==> src/rtl/jtag_gpio_pkg.sv <==
`timescale 1ns/1ps
// jtag_gpio_pkg: virtual-IR opcodes, DR lengths and decode helpers for the JTAG GPIO controller.
package jtag_gpio_pkg;

  localparam logic [3:0] IR_IDCODE      = 4'h0;
  localparam logic [3:0] IR_GPIO_CONFIG = 4'h2;
  localparam logic [3:0] IR_GPIO_DATA   = 4'h3;
  localparam logic [3:0] IR_GPIO_SET    = 4'h4;
  localparam logic [3:0] IR_GPIO_CLR    = 4'h5;
  localparam logic [3:0] IR_STATUS      = 4'h6;
  localparam logic [3:0] IR_BYPASS      = 4'hF;

  localparam int STATUS_LEN = 8;
  localparam int IDCODE_LEN = 32;
  localparam int CNT_MAX    = 127;

  typedef enum logic [2:0] {
    DR_BYPASS,
    DR_IDCODE,
    DR_CONFIG,
    DR_DATA,
    DR_SET,
    DR_CLR,
    DR_STATUS
  } dr_sel_t;

  // Unlisted opcodes fall back to the 1-bit bypass register.
  function automatic dr_sel_t decode_ir(input logic [31:0] op);
    dr_sel_t sel;
    case (op)
      32'(IR_IDCODE):      sel = DR_IDCODE;
      32'(IR_GPIO_CONFIG): sel = DR_CONFIG;
      32'(IR_GPIO_DATA):   sel = DR_DATA;
      32'(IR_GPIO_SET):    sel = DR_SET;
      32'(IR_GPIO_CLR):    sel = DR_CLR;
      32'(IR_STATUS):      sel = DR_STATUS;
      default:             sel = DR_BYPASS;
    endcase
    return sel;
  endfunction

  function automatic logic [6:0] dr_len(input logic [31:0] op, input int nr_gpios);
    logic [6:0] len;
    case (decode_ir(op))
      DR_IDCODE:                          len = 7'(IDCODE_LEN);
      DR_CONFIG, DR_DATA, DR_SET, DR_CLR: len = 7'(nr_gpios);
      DR_STATUS:                          len = 7'(STATUS_LEN);
      default:                            len = 7'd1;
    endcase
    return len;
  endfunction

endpackage

==> src/rtl/jtag_gpio_sync.sv <==
`timescale 1ns/1ps
// jtag_gpio_sync: parameterised-width 2-flop synchronizer with asynchronous active-high reset.
module jtag_gpio_sync #(
  parameter int WIDTH = 8
) (
  input  logic             clk,
  input  logic             reset,
  input  logic [WIDTH-1:0] d,
  output logic [WIDTH-1:0] q
);

  logic [WIDTH-1:0] meta;

  always_ff @(posedge clk or posedge reset) begin
    if (reset) begin
      meta <= '0;
      q    <= '0;
    end else begin
      meta <= d;
      q    <= meta;
    end
  end

endmodule

==> src/rtl/jtag_gpio_ctrl.sv <==
`timescale 1ns/1ps
// jtag_gpio_ctrl: TCK-domain virtual-JTAG DR owner driving GPIO value/enable registers.
// Define JTAG_GPIO_SYNC_EN to pass gpio_in through a 2-flop synchronizer before capture.
module jtag_gpio_ctrl #(
  parameter int          IR_BITS  = 4,
  parameter int          NR_GPIOS = 8,
  parameter logic [31:0] IDCODE   = 32'h149511C3
) (
  input  logic                tck,
  input  logic                reset,
  input  logic [IR_BITS-1:0]  ir,
  input  logic                capture_dr,
  input  logic                shift_dr,
  input  logic                update_dr,
  input  logic                tdi,
  output logic                tdo,
  input  logic [NR_GPIOS-1:0] gpio_in,
  output logic [NR_GPIOS-1:0] gpio_out,
  output logic [NR_GPIOS-1:0] gpio_oe,
  output logic                length_err
);

  import jtag_gpio_pkg::*;

  logic [IR_BITS-1:0]  ir_q;
  logic [31:0]         dr;
  logic [31:0]         dr_shifted;
  logic [31:0]         cap_val;
  logic [6:0]          bit_cnt;
  logic [6:0]          last_len;
  logic [6:0]          len_q;
  logic [4:0]          msb_pos;
  logic [NR_GPIOS-1:0] gpio_cap;
  logic [NR_GPIOS-1:0] dr_word;
  dr_sel_t             sel_cap;
  dr_sel_t             sel_q;
  logic                writable;

`ifdef JTAG_GPIO_SYNC_EN
  jtag_gpio_sync #(.WIDTH(NR_GPIOS)) u_sync (
    .clk   (tck),
    .reset (reset),
    .d     (gpio_in),
    .q     (gpio_cap)
  );
`else
  assign gpio_cap = gpio_in;
`endif

  // Capture decodes the live IR; shift and update use the IR latched at capture.
  assign sel_cap  = decode_ir(32'(ir));
  assign sel_q    = decode_ir(32'(ir_q));
  assign len_q    = dr_len(32'(ir_q), NR_GPIOS);
  assign msb_pos  = 5'(len_q - 7'd1);
  assign dr_word  = dr[NR_GPIOS-1:0];
  assign writable = (sel_q != DR_IDCODE) && (sel_q != DR_BYPASS);
  assign tdo      = dr[0];

  always_comb begin
    cap_val = '0;
    case (sel_cap)
      DR_IDCODE:      cap_val = IDCODE;
      DR_CONFIG:      cap_val = 32'(gpio_oe);
      DR_DATA:        cap_val = 32'(gpio_cap);
      DR_SET, DR_CLR: cap_val = 32'(gpio_out);
      DR_STATUS:      cap_val = 32'({last_len, length_err});
      default:        cap_val = '0;
    endcase
  end

  // tdi enters at the top of the selected DR, which may be shorter than the 32-bit register.
  always_comb begin
    dr_shifted          = dr >> 1;
    dr_shifted[msb_pos] = tdi;
  end

  always_ff @(posedge tck or posedge reset) begin
    if (reset) begin
      ir_q       <= IR_BITS'(IR_BYPASS);
      dr         <= '0;
      bit_cnt    <= '0;
      last_len   <= '0;
      gpio_out   <= '0;
      gpio_oe    <= '0;
      length_err <= 1'b0;
    end else if (capture_dr) begin
      ir_q    <= ir;
      bit_cnt <= '0;
      dr      <= cap_val;
    end else if (shift_dr) begin
      dr <= dr_shifted;
      if (bit_cnt != 7'(CNT_MAX)) begin
        bit_cnt <= bit_cnt + 7'd1;
      end
    end else if (update_dr) begin
      last_len <= bit_cnt;
      // A write applies only when exactly the DR length was shifted in.
      if (writable) begin
        if (bit_cnt == len_q) begin
          case (sel_q)
            DR_CONFIG: gpio_oe  <= dr_word;
            DR_DATA:   gpio_out <= dr_word;
            DR_SET:    gpio_out <= gpio_out | dr_word;
            DR_CLR:    gpio_out <= gpio_out & ~dr_word;
            DR_STATUS: if (dr[0]) length_err <= 1'b0;
            default:   ;
          endcase
        end else begin
          length_err <= 1'b1;
        end
      end
    end
  end

endmodule

==> config.mk <==
export PLATFORM = sky130hd
export DESIGN_NAME = jtag_gpio_ctrl
export DESIGN_NICKNAME = d
export VERILOG_FILES = /design/src/rtl/jtag_gpio_pkg.sv /design/src/rtl/jtag_gpio_sync.sv /design/src/rtl/jtag_gpio_ctrl.sv
export SDC_FILE = /design/constraint.sdc
export NUM_CORES = 1
export LEC_CHECK = 0
export BUFFER_PORTS_ARGS = -buffer_cell sky130_fd_sc_hd__buf_2
export CAP_MARGIN = 0
export CORE_MARGIN = 1
export CORE_UTILIZATION = 53
export CTS_CLUSTER_DIAMETER = 150
export DETAILED_ROUTE_END_ITERATION = 8
export PLACE_DENSITY = 0.76
export SKIP_LAST_GASP = 1
export SLEW_MARGIN = 10
export SYNTH_ARGS = -nofsm -noshare
export SYNTH_HDL_FRONTEND = slang
export SYNTH_SLANG_ARGS = --single-unit
==> constraint.sdc <==
create_clock -name tck -period 2.05 [get_ports tck]
set_input_delay 0.1025 -clock tck [delete_from_list [all_inputs] [get_ports tck]]
set_output_delay 0.1025 -clock tck [all_outputs]
set_load 0.03 [all_outputs]
==> flow_summary.json, run 1 <==
{
  "synth_edf_count": 0,
  "drt_iter0_markers": 270,
  "met3_usage_pct": 6.593,
  "antenna_found_initial": 0,
  "htreeDepth": 3,
  "p_per_area_mw_per_mm2": 751.3,
  "failed_checks": "setup timing",
  "synth_common_cells": "dfrtp_1 (63), mux2i_1 (29), nor2_1 (28)",
  "drt-total-wl_um": 7783,
  "synth_area_leader_cell": "dfrtp_1",
  "peakVddDrop_mv": 0.4740,
  "hold_path_depth": 3,
  "nFillCells": 494,
  "area_growth_pct": 17.78,
  "grt_pass1_wl_um": 12490,
  "clock_latency_ps": 350,
  "fin_ws_ps": -9.307,
  "drv_cap": 0,
  "wl_per_cell_um": 17.26,
  "postSynthCellCount": 321,
  "yosysUniqueCellTypes": 51,
  "synth_seq_area_share_pct": 48.66,
  "syn_area_per_cell_um2": 10.77,
  "clockRootBuffer": "clkbuf_8",
  "vias": 2678,
  "drtAntennaViolNets": 0,
  "core-area_mm2": 0.006314,
  "hold_path_class": "in -> reg",
  "synth-seq-cells": 67,
  "grt.busiest_layer": "met2",
  "tritoncts": "built",
  "syn-num-nets": 340,
  "rsz0062_at_grt": "true",
  "start_util_pct": 54.74,
  "cts_sinks": 67,
  "syn_area_mm2": 0.003456,
  "drc": 0,
  "cts_buffers": 9,
  "synth-warning-count": 0,
  "post-route-cell-area_mm2": 0.004070,
  "grt_usage_pct": 25.49,
  "antenna-diode-count": 0,
  "die-height_um": 82.75,
  "synth.most_common_cell": "dfrtp_1",
  "boundaryPins": 36,
  "path_max_fanout": 8,
  "drt_first_pass_iters": 4,
  "synth_area_leaders": "dfrtp_1 (46%), mux2i_1 (8.4%), mux2_2 (3.6%)",
  "arrival_ps": 2300,
  "setup_viol": 5,
  "preCtsSetupSlack_ps": -26.65,
  "startpoint_type": "register",
  "nets": 388,
  "synth_top_area_share_pct": 45.62,
  "final-hold-violation-count": 0,
  "critPathKind": "reg -> reg",
  "dpl.hpwl_um": 5084,
  "cp.required_ps": 2290,
  "holdPathEnd": "ir_q[3]",
  "grt_remaining_overflow": 0,
  "worstHoldStart": "ir[3]",
  "end_kind": "register",
  "startpoint": "ir_q[1]",
  "power_leakage_uw": 0.001977,
  "r2r-start": "ir_q[1]",
  "avgViaCountPerCell": 5.938,
  "r2r_cells": 5,
  "grt_pass1_vias": 2507,
  "min_period_over_period_pct": 100.5,
  "die_area_mm2": 0.006848,
  "reg2reg_to": "gpio_oe[6]",
  "ff2ff_setup_slack_ps": -9,
  "power_uw": 3058,
  "clk_path_buf_depth": 2,
  "synthArstFlopShare_pct": 100.0,
  "slew_viol_final": 0,
  "fin_crit_ps": 2059,
  "die_x_um": 82.75,
  "run_status": "complete, but fails checks",
  "place_area_mm2": 0.003757,
  "grt_util_met1_pct": 33.29,
  "drive_gt1_share_pct": 28.88,
  "gp_routability_congestion": 0.9695,
  "gr-usage-met2_pct": 39.43,
  "slew_headroom_pct": 63.03,
  "finalClockSkew_ps": 8.922,
  "synth_ff_type": "dfrtp_1",
  "fmax_mhz": 485.6,
  "core.rowCount": 29,
  "io_buffers": 35,
  "tightestPinTransition_ps": 553.4,
  "grt_max_degree": 68,
  "path_clk_slew_ps": 80
}
final cells by class:
| class | count | area [um2] | share of cell area, % |
|---|---|---|---|
| Multi-Input combinational cell | 228 | 1668 | 40.98 |
| Timing Repair Buffer | 60 | 377.9 | 9.284 |
| Clock buffer | 11 | 151.4 | 3.720 |
| Tap cell | 77 | 96.34 | 2.367 |
| Sequential cell | 67 | 1682 | 41.32 |
| Clock inverter | 5 | 83.83 | 2.060 |
| Inverter | 3 | 11.26 | 0.2767 |
how the worst max path moves through the flow:
stage	cells after the start	endpoint	slack, ps
floorplan	6	gpio_oe[0]	3
global placement	5	gpio_oe[5]	30
detailed placement	5	gpio_oe[4]	-30
CTS	5	gpio_oe[6]	3
global route	5	gpio_oe[1]	-70
finish	5	gpio_oe[6]	-9
state kept, by name, summed over array words and instances, names as in the netlist:
signal      cells
last_len        7
gpio_oe         8
gpio_out        8
bit_cnt         7
ir_q            4
dr             32
length_err      1
routing by layer:
layer / part of all wire (%) / vias to the layer above / wire, um
met5: 0 / - / 0
met4: 2.3 / 0 / 178
met3: 7.3 / 21 / 569
met2: 48 / 124 / 3770
met1: 42 / 1280 / 3264
li1: - / 1253 / -
per-stage QoR:
| stage | TNS (ps) | hold slack (ps) | instances | util, % |
|---|---|---|---|---|
| 2_1_floorplan | 0 | 211.5 | 321 | - |
| 3_3_place_gp | 0 | 201.0 | 427 | 59.51 |
| 3_5_place_dp | -142.5 | 201.2 | 427 | 59.51 |
| 4_1_cts | 0 | 5.334 | 447 | 63.75 |
| 5_1_grt | -634.4 | 24.90 | 451 | 64.47 |
| 6_report | -29.20 | 6.469 | 451 | 64.47 |
what timing repair did:
action,in CTS,in global routing
buffers inserted,3,4
hold endpoints to repair,63,0
setup endpoints to repair,9,16
resized for setup,0,2
hold buffers,1,0
pin swaps,0,14
cloned,0,0
cell usage in the layout (no fill, tap or decap), drive strengths merged, types with 2 or more instances in the layout:
master / n
dfrtp: 63
buf: 59
mux2i: 29
nor2: 28
nand2: 27
a21oi: 19
mux2: 19
o22ai: 14
o21ai: 11
clkbuf: 11
nor2b: 8
nand2b: 8
o21a: 7
nand3: 6
a211oi: 5
o2bb2ai: 4
a22oi: 4
dfstp: 4
inv: 4
nor3b: 3
nand3b: 3
xor2: 3
a31oi: 2
o211ai: 2
and2: 2
a21o: 2
a2111o: 2
and3: 2
xnor2: 2
bufinv: 2
clkinvlp: 2
a32oi: 2
or4: 2
nor4: 2
critical path, cell delays in order, from the launching register on:
cell	delay (ps)
dfstp_2	620
nand2b_4	80
a311o_4	450
a21oi_4	170
nand4b_4	260
mux2_4	380
cells by family after synthesis:
| group | count (synthesis) | share of synthesized area, % |
|---|---|---|
| adders and majority gates | 1 | 0.3620 |
| xor gates and xnor gates | 5 | 1.267 |
| buffers and inverters | 26 | 3.512 |
| DFF | 67 | 48.66 |
| muxes | 48 | 15.46 |
| AOI/OAI and AO/OA | 78 | 16.00 |
| and+or+nand+nor | 96 | 14.74 |
where the power goes:
group	switching [uW]	total, uW	internal [uW]
Sequential	54.9	1430	1370
Combinational	212	372	160
Clock	505	1260	755
Note: power is estimated with default switching activity, not from simulation.
==> run 2, diff against run 1 <==
--- a/config.mk
+++ b/config.mk
@@ -5,7 +5,7 @@
 export SDC_FILE = /design/constraint.sdc
 export NUM_CORES = 1
 export LEC_CHECK = 0
-export BUFFER_PORTS_ARGS = -buffer_cell sky130_fd_sc_hd__buf_2
+export BUFFER_PORTS_ARGS = -buffer_cell sky130_fd_sc_hd__buf_4
 export CAP_MARGIN = 0
 export CORE_MARGIN = 1
 export CORE_UTILIZATION = 53
==> flow_summary.json, run 2 (synthesized netlist as in run 1, its figures left out) <==
{
  "clk_path_buf_depth": 2,
  "setup_viol": 0,
  "grt_remaining_overflow": 0,
  "grt_pass1_vias": 2525,
  "hold_path_depth": 2,
  "final-hold-violation-count": 0,
  "critPathKind": "reg -> reg",
  "finalClockSkew_ps": 6.857,
  "min_period_over_period_pct": 99.81,
  "rsz0062_at_grt": "true",
  "fin_crit_ps": 2046,
  "r2r-start": "ir_q[1]",
  "fin_util_pct": 66.53,
  "cp.required_ps": 2290,
  "layout.cells.non_filler": 454,
  "drtAntennaViolNets": 0,
  "r2r_cells": 5,
  "gp_routability_congestion": 0.9666,
  "core-area_mm2": 0.006314,
  "die_x_um": 82.75,
  "drt_first_pass_iters": 4,
  "cpPeakStageDelay_ps": 630,
  "grt_usage_pct": 25.24,
  "drc": 0,
  "power_leakage_uw": 0.002019,
  "antenna-diode-count": 0,
  "mostFrequentLayoutCell": "dfrtp_1",
  "die_area_mm2": 0.006848,
  "crit_family": "flip-flops",
  "power_uw": 3167,
  "nets": 391,
  "cts_sinks": 67,
  "drt_iter0_markers": 183,
  "peakVddDrop_mv": 0.6659,
  "cts_buffers": 9,
  "area_growth_pct": 21.54,
  "critical_path_buf_inv_count": 0,
  "antenna_found_initial": 0,
  "core.rowCount": 29,
  "path_clk_slew_ps": 70,
  "fin_hold_ws_ps": 11.97,
  "drv_cap": 0,
  "regMostFlops": "dr",
  "grt_max_degree": 38,
  "fmax_mhz": 488.7,
  "drive_gt1_share_pct": 29.18,
  "switchingPower_uw": 777.7,
  "swShare_pct": 24.56,
  "hold_path_class": "in -> reg",
  "post-route-cell-area_mm2": 0.004200,
  "largest_reg_flops": 32,
  "tritoncts": "built",
  "clockRootBuffer": "clkbuf_8",
  "end_kind": "register",
  "clock_latency_ps": 350,
  "clockPowerShare_pct": 42.8,
  "wl_per_cell_um": 17.40,
  "power.share.combinational_pct": 12.2,
  "slew_headroom_pct": 61.28,
  "largest_registers": "dr: 32 flops, gpio_oe: 8 flops, gpio_out: 8 flops",
  "dpl.hpwl_um": 5237,
  "startpoint_type": "register",
  "io_buffers": 35,
  "path_max_fanout": 8,
  "tightestPinTransition_ps": 580.0,
  "arrival_ps": 2280,
  "slew_viol_final": 0,
  "internal-power_uw": 2389,
  "start_util_pct": 54.74,
  "dp.cells": 428,
  "boundaryPins": 36,
  "place_area_mm2": 0.003852,
  "vias": 2639,
  "crit_slowest_cell": "dfstp_2",
  "drt-total-wl_um": 7899,
  "htreeDepth": 3,
  "run_status": "completed",
  "startpoint": "ir_q[1]",
  "grt_pass1_wl_um": 12520,
  "path_depth": 5,
  "avgViaCountPerCell": 5.813,
  "worstHoldStart": "capture_dr",
  "die-height_um": 82.75,
  "p_per_area_mw_per_mm2": 753.9,
  "mostFrequentLayoutCells": "dfrtp_1 (63), buf_4 (60), mux2i_1 (29)",
  "critical_path.cell_chain": "nand2b_4 -> a311o_4 -> a21oi_4 -> nand4b_4 -> mux2_4",
  "seqPwrFrac_pct": 45.0
}
-- run 2: stage by stage --
stage | setup WS [ps] | TNS (ps)
after CTS | 7.306 | 0
final | 3.888 | 0
after global placement | 24.37 | 0
after global routing | -73.62 | -573.0
after detailed placement | -15.36 | -79.13
after floorplan | 3.119 | 0
-- run 2: cell type report --
class / count / area [um2]
tap: 77 / 96.34
fill: 473 / 2113
timing repair buffer: 63 / 490.5
clock inverter: 6 / 112.6
sequential: 67 / 1682
inverter: 3 / 11.26
clock buffer: 10 / 137.6
multi-input combinational: 228 / 1670
-- run 2: path summary, 6_finish.rpt --
| path | end | slack, ps |
|---|---|---|
| hold / removal | ir_q[3] | 10 |
| setup reg to reg | gpio_oe[6] | 4 |
| setup / recovery | gpio_oe[6] | 4 |
| min in group asynchronous | dr[19] | 380 |
| hold reg to reg | last_len[2] | 520 |
| max in group asynchronous | ir_q[3] | 1030 |
-- run 2: power by group through the flow --
stage | Sequential [uW] | Combinational [uW] | Clock, uW
floorplan | 1440 | 249 | 0
global placement | 1450 | 351 | 0
detailed placement | 1450 | 358 | 0
CTS | 1420 | 378 | 1370
global route | 1430 | 423 | 1420
finish | 1430 | 386 | 1350
-- run 2: layer usage --
| metal | track usage [%] | part of all wire, % | vias to the layer above |
|---|---|---|---|
| li1 | - | - | 1258 |
| met1 | 33.03 | 44 | 1288 |
| met2 | 39.26 | 48 | 83 |
| met3 | 8.022 | 6.2 | 10 |
| met4 | 8.966 | 1.2 | 0 |
| met5 | 0 | 0 | - |
-- run 2: what timing repair did --
item                       4_1_cts  5_1_grt
buffers inserted                 3        5
pin swaps                        1        6
setup endpoints to repair        8       16
cloned                           0        0
resized for setup                1        1
hold buffers                     2        0
hold endpoints to repair        27        0
==> run 3, diff against run 2 <==
==> constraint.sdc (replaced) <==
create_clock -name tck -period 2.05 [get_ports tck]
set_input_delay 0.3075 -clock tck [delete_from_list [all_inputs] [get_ports tck]]
set_output_delay 0.3075 -clock tck [all_outputs]
set_load 0.03 [all_outputs]
==> flow_summary.json, run 3 (synthesized netlist as in run 1, its figures left out) <==
{
  "grt_max_degree": 37,
  "drc": 0,
  "tritoncts": "built",
  "tightestPinTransition_ps": 555.0,
  "path_max_fanout": 8,
  "antenna_found_initial": 0,
  "grt_pass1_vias": 2463,
  "clockRootBuffer": "clkbuf_8",
  "largest_reg_flops": 32,
  "power_leakage_uw": 0.001926,
  "cp.required_ps": 2280,
  "cts_buffers": 9,
  "critical_path_buf_inv_count": 1,
  "htreeDepth": 3,
  "slew_headroom_pct": 62.93,
  "clk_path_buf_depth": 2,
  "startpoint_type": "register",
  "r2r_cells": 5,
  "nets": 388,
  "nFillCells": 519,
  "fin_ws_ps": 21.23,
  "critical_path.cell_chain": "buf_4 -> o211ai_1 -> o211ai_1 -> nand4b_4 -> mux2_4",
  "final-hold-violation-count": 0,
  "path_clk_slew_ps": 70,
  "slew_viol_final": 0,
  "die_area_mm2": 0.006848,
  "ff2ff_setup_slack_ps": 20,
  "die-height_um": 82.75,
  "largest_registers": "dr: 32 flops, gpio_oe: 8 flops, gpio_out: 8 flops",
  "crit_slowest_cell": "dfstp_2",
  "min_period_over_period_pct": 98.96,
  "vias": 2644,
  "p_per_area_mw_per_mm2": 678.1,
  "wl_per_cell_um": 17.45,
  "grt_usage_pct": 25.24,
  "cts_sinks": 67,
  "avgViaCountPerCell": 5.863,
  "clock_latency_ps": 350,
  "grt_pass1_wl_um": 12550,
  "place_area_mm2": 0.003867,
  "reg2reg_to": "gpio_oe[5]",
  "peakVddDrop_mv": 0.5055,
  "critPathKind": "reg -> reg",
  "r2r-start": "ir_q[2]",
  "drive_gt1_share_pct": 27.81,
  "drt_first_pass_iters": 4,
  "mostFrequentLayoutCell": "dfrtp_1",
  "die_x_um": 82.75,
  "regMostFlops": "dr",
  "boundaryPins": 36,
  "hold_path_depth": 3,
  "gp_routability_congestion": 0.9843,
  "drt_iter0_markers": 239,
  "hold_path_class": "in -> reg",
  "fin_util_pct": 64.78,
  "grt_remaining_overflow": 0,
  "start_util_pct": 54.74,
  "setup_viol": 0,
  "core.rowCount": 29,
  "core-area_mm2": 0.006314,
  "mostFrequentLayoutCells": "dfrtp_1 (63), buf_4 (58), mux2i_1 (29)",
  "cpPeakStageDelay_ps": 600,
  "run_status": "completed",
  "drt-total-wl_um": 7869,
  "preCtsSetupSlack_ps": -6.400,
  "end_kind": "register",
  "antenna-diode-count": 0,
  "rsz0062_at_grt": "true",
  "fmax_mhz": 492.9,
  "crit_path_frequent_cell": "o211ai_1",
  "crit_family": "flip-flops",
  "drtAntennaViolNets": 0,
  "dpl.hpwl_um": 5146,
  "holdPathEnd": "ir_q[3]",
  "worstHoldStart": "ir[3]",
  "area_growth_pct": 18.36,
  "io_buffers": 35,
  "drv_cap": 0,
  "arrival_ps": 2260,
  "fin_crit_ps": 2029,
  "finalClockSkew_ps": 6.181,
  "post-route-cell-area_mm2": 0.004090
}
[run 3: cell type report]
| cell class | instances | area [um2] | share of cell area, % |
|---|---|---|---|
| clock inverter | 2 | 12.51 | 0.3059 |
| sequential | 67 | 1682 | 41.11 |
| inverter | 3 | 11.26 | 0.2753 |
| timing repair buffer | 60 | 465.4 | 11.38 |
| tap | 77 | 96.34 | 2.355 |
| multi-input combinational | 228 | 1670 | 40.84 |
| clock buffer | 14 | 152.6 | 3.732 |
[run 3: what timing repair did]
action	4_1_cts	5_1_grt
hold buffers	1	0
resized for setup	0	2
pin swaps	0	9
endpoints found under the setup margin	1	16
endpoints found under the hold margin	15	0
setup buffers	3	1
[run 3: power breakdown]
part | total (uW) | internal, uW | leakage (uW) | switching (uW)
logic | 387 | 174 | 0.000942 | 212
registers | 1430 | 1370 | 0.000903 | 56.8
clock network | 959 | 472 | 0.0000807 | 486
[run 3: how the worst max path moves through the flow]
stage	startpoint	to	slack (ps)	cells past startpoint
floorplan	ir_q[2]	gpio_oe[0]	3	6
global placement	ir_q[2]	gpio_oe[5]	20	5
detailed placement	ir_q[1]	gpio_oe[5]	-6	5
CTS	ir_q[1]	gpio_oe[5]	10	5
global route	ir_q[2]	gpio_oe[1]	-60	5
finish	ir_q[2]	gpio_oe[5]	20	5
[run 3: worst min-delay path, stage by stage]
cell and delay (ps):
buf_4 90, nand2_1 40, o21ai_0 80
[run 3: metal layers]
metal	up-vias	global-route usage [%]	wire length, um
met2	65	37.79	3664
met3	15	5.165	316
met5	-	0	0
met4	0	10.69	155
met1	1307	35.43	3733
li1	1257	-	-
[run 3: per-stage QoR]
step	TNS (ps)	power (uW)	std cells	hold WS [ps]
after floorplan	0	1685	321	416.5
after global placement	0	1801	430	318.4
after detailed placement	-13.38	1811	430	319.9
after CTS	0	2771	450	204.4
after global routing	-431.8	2879	451	239.3
final	0	2773	451	211.4
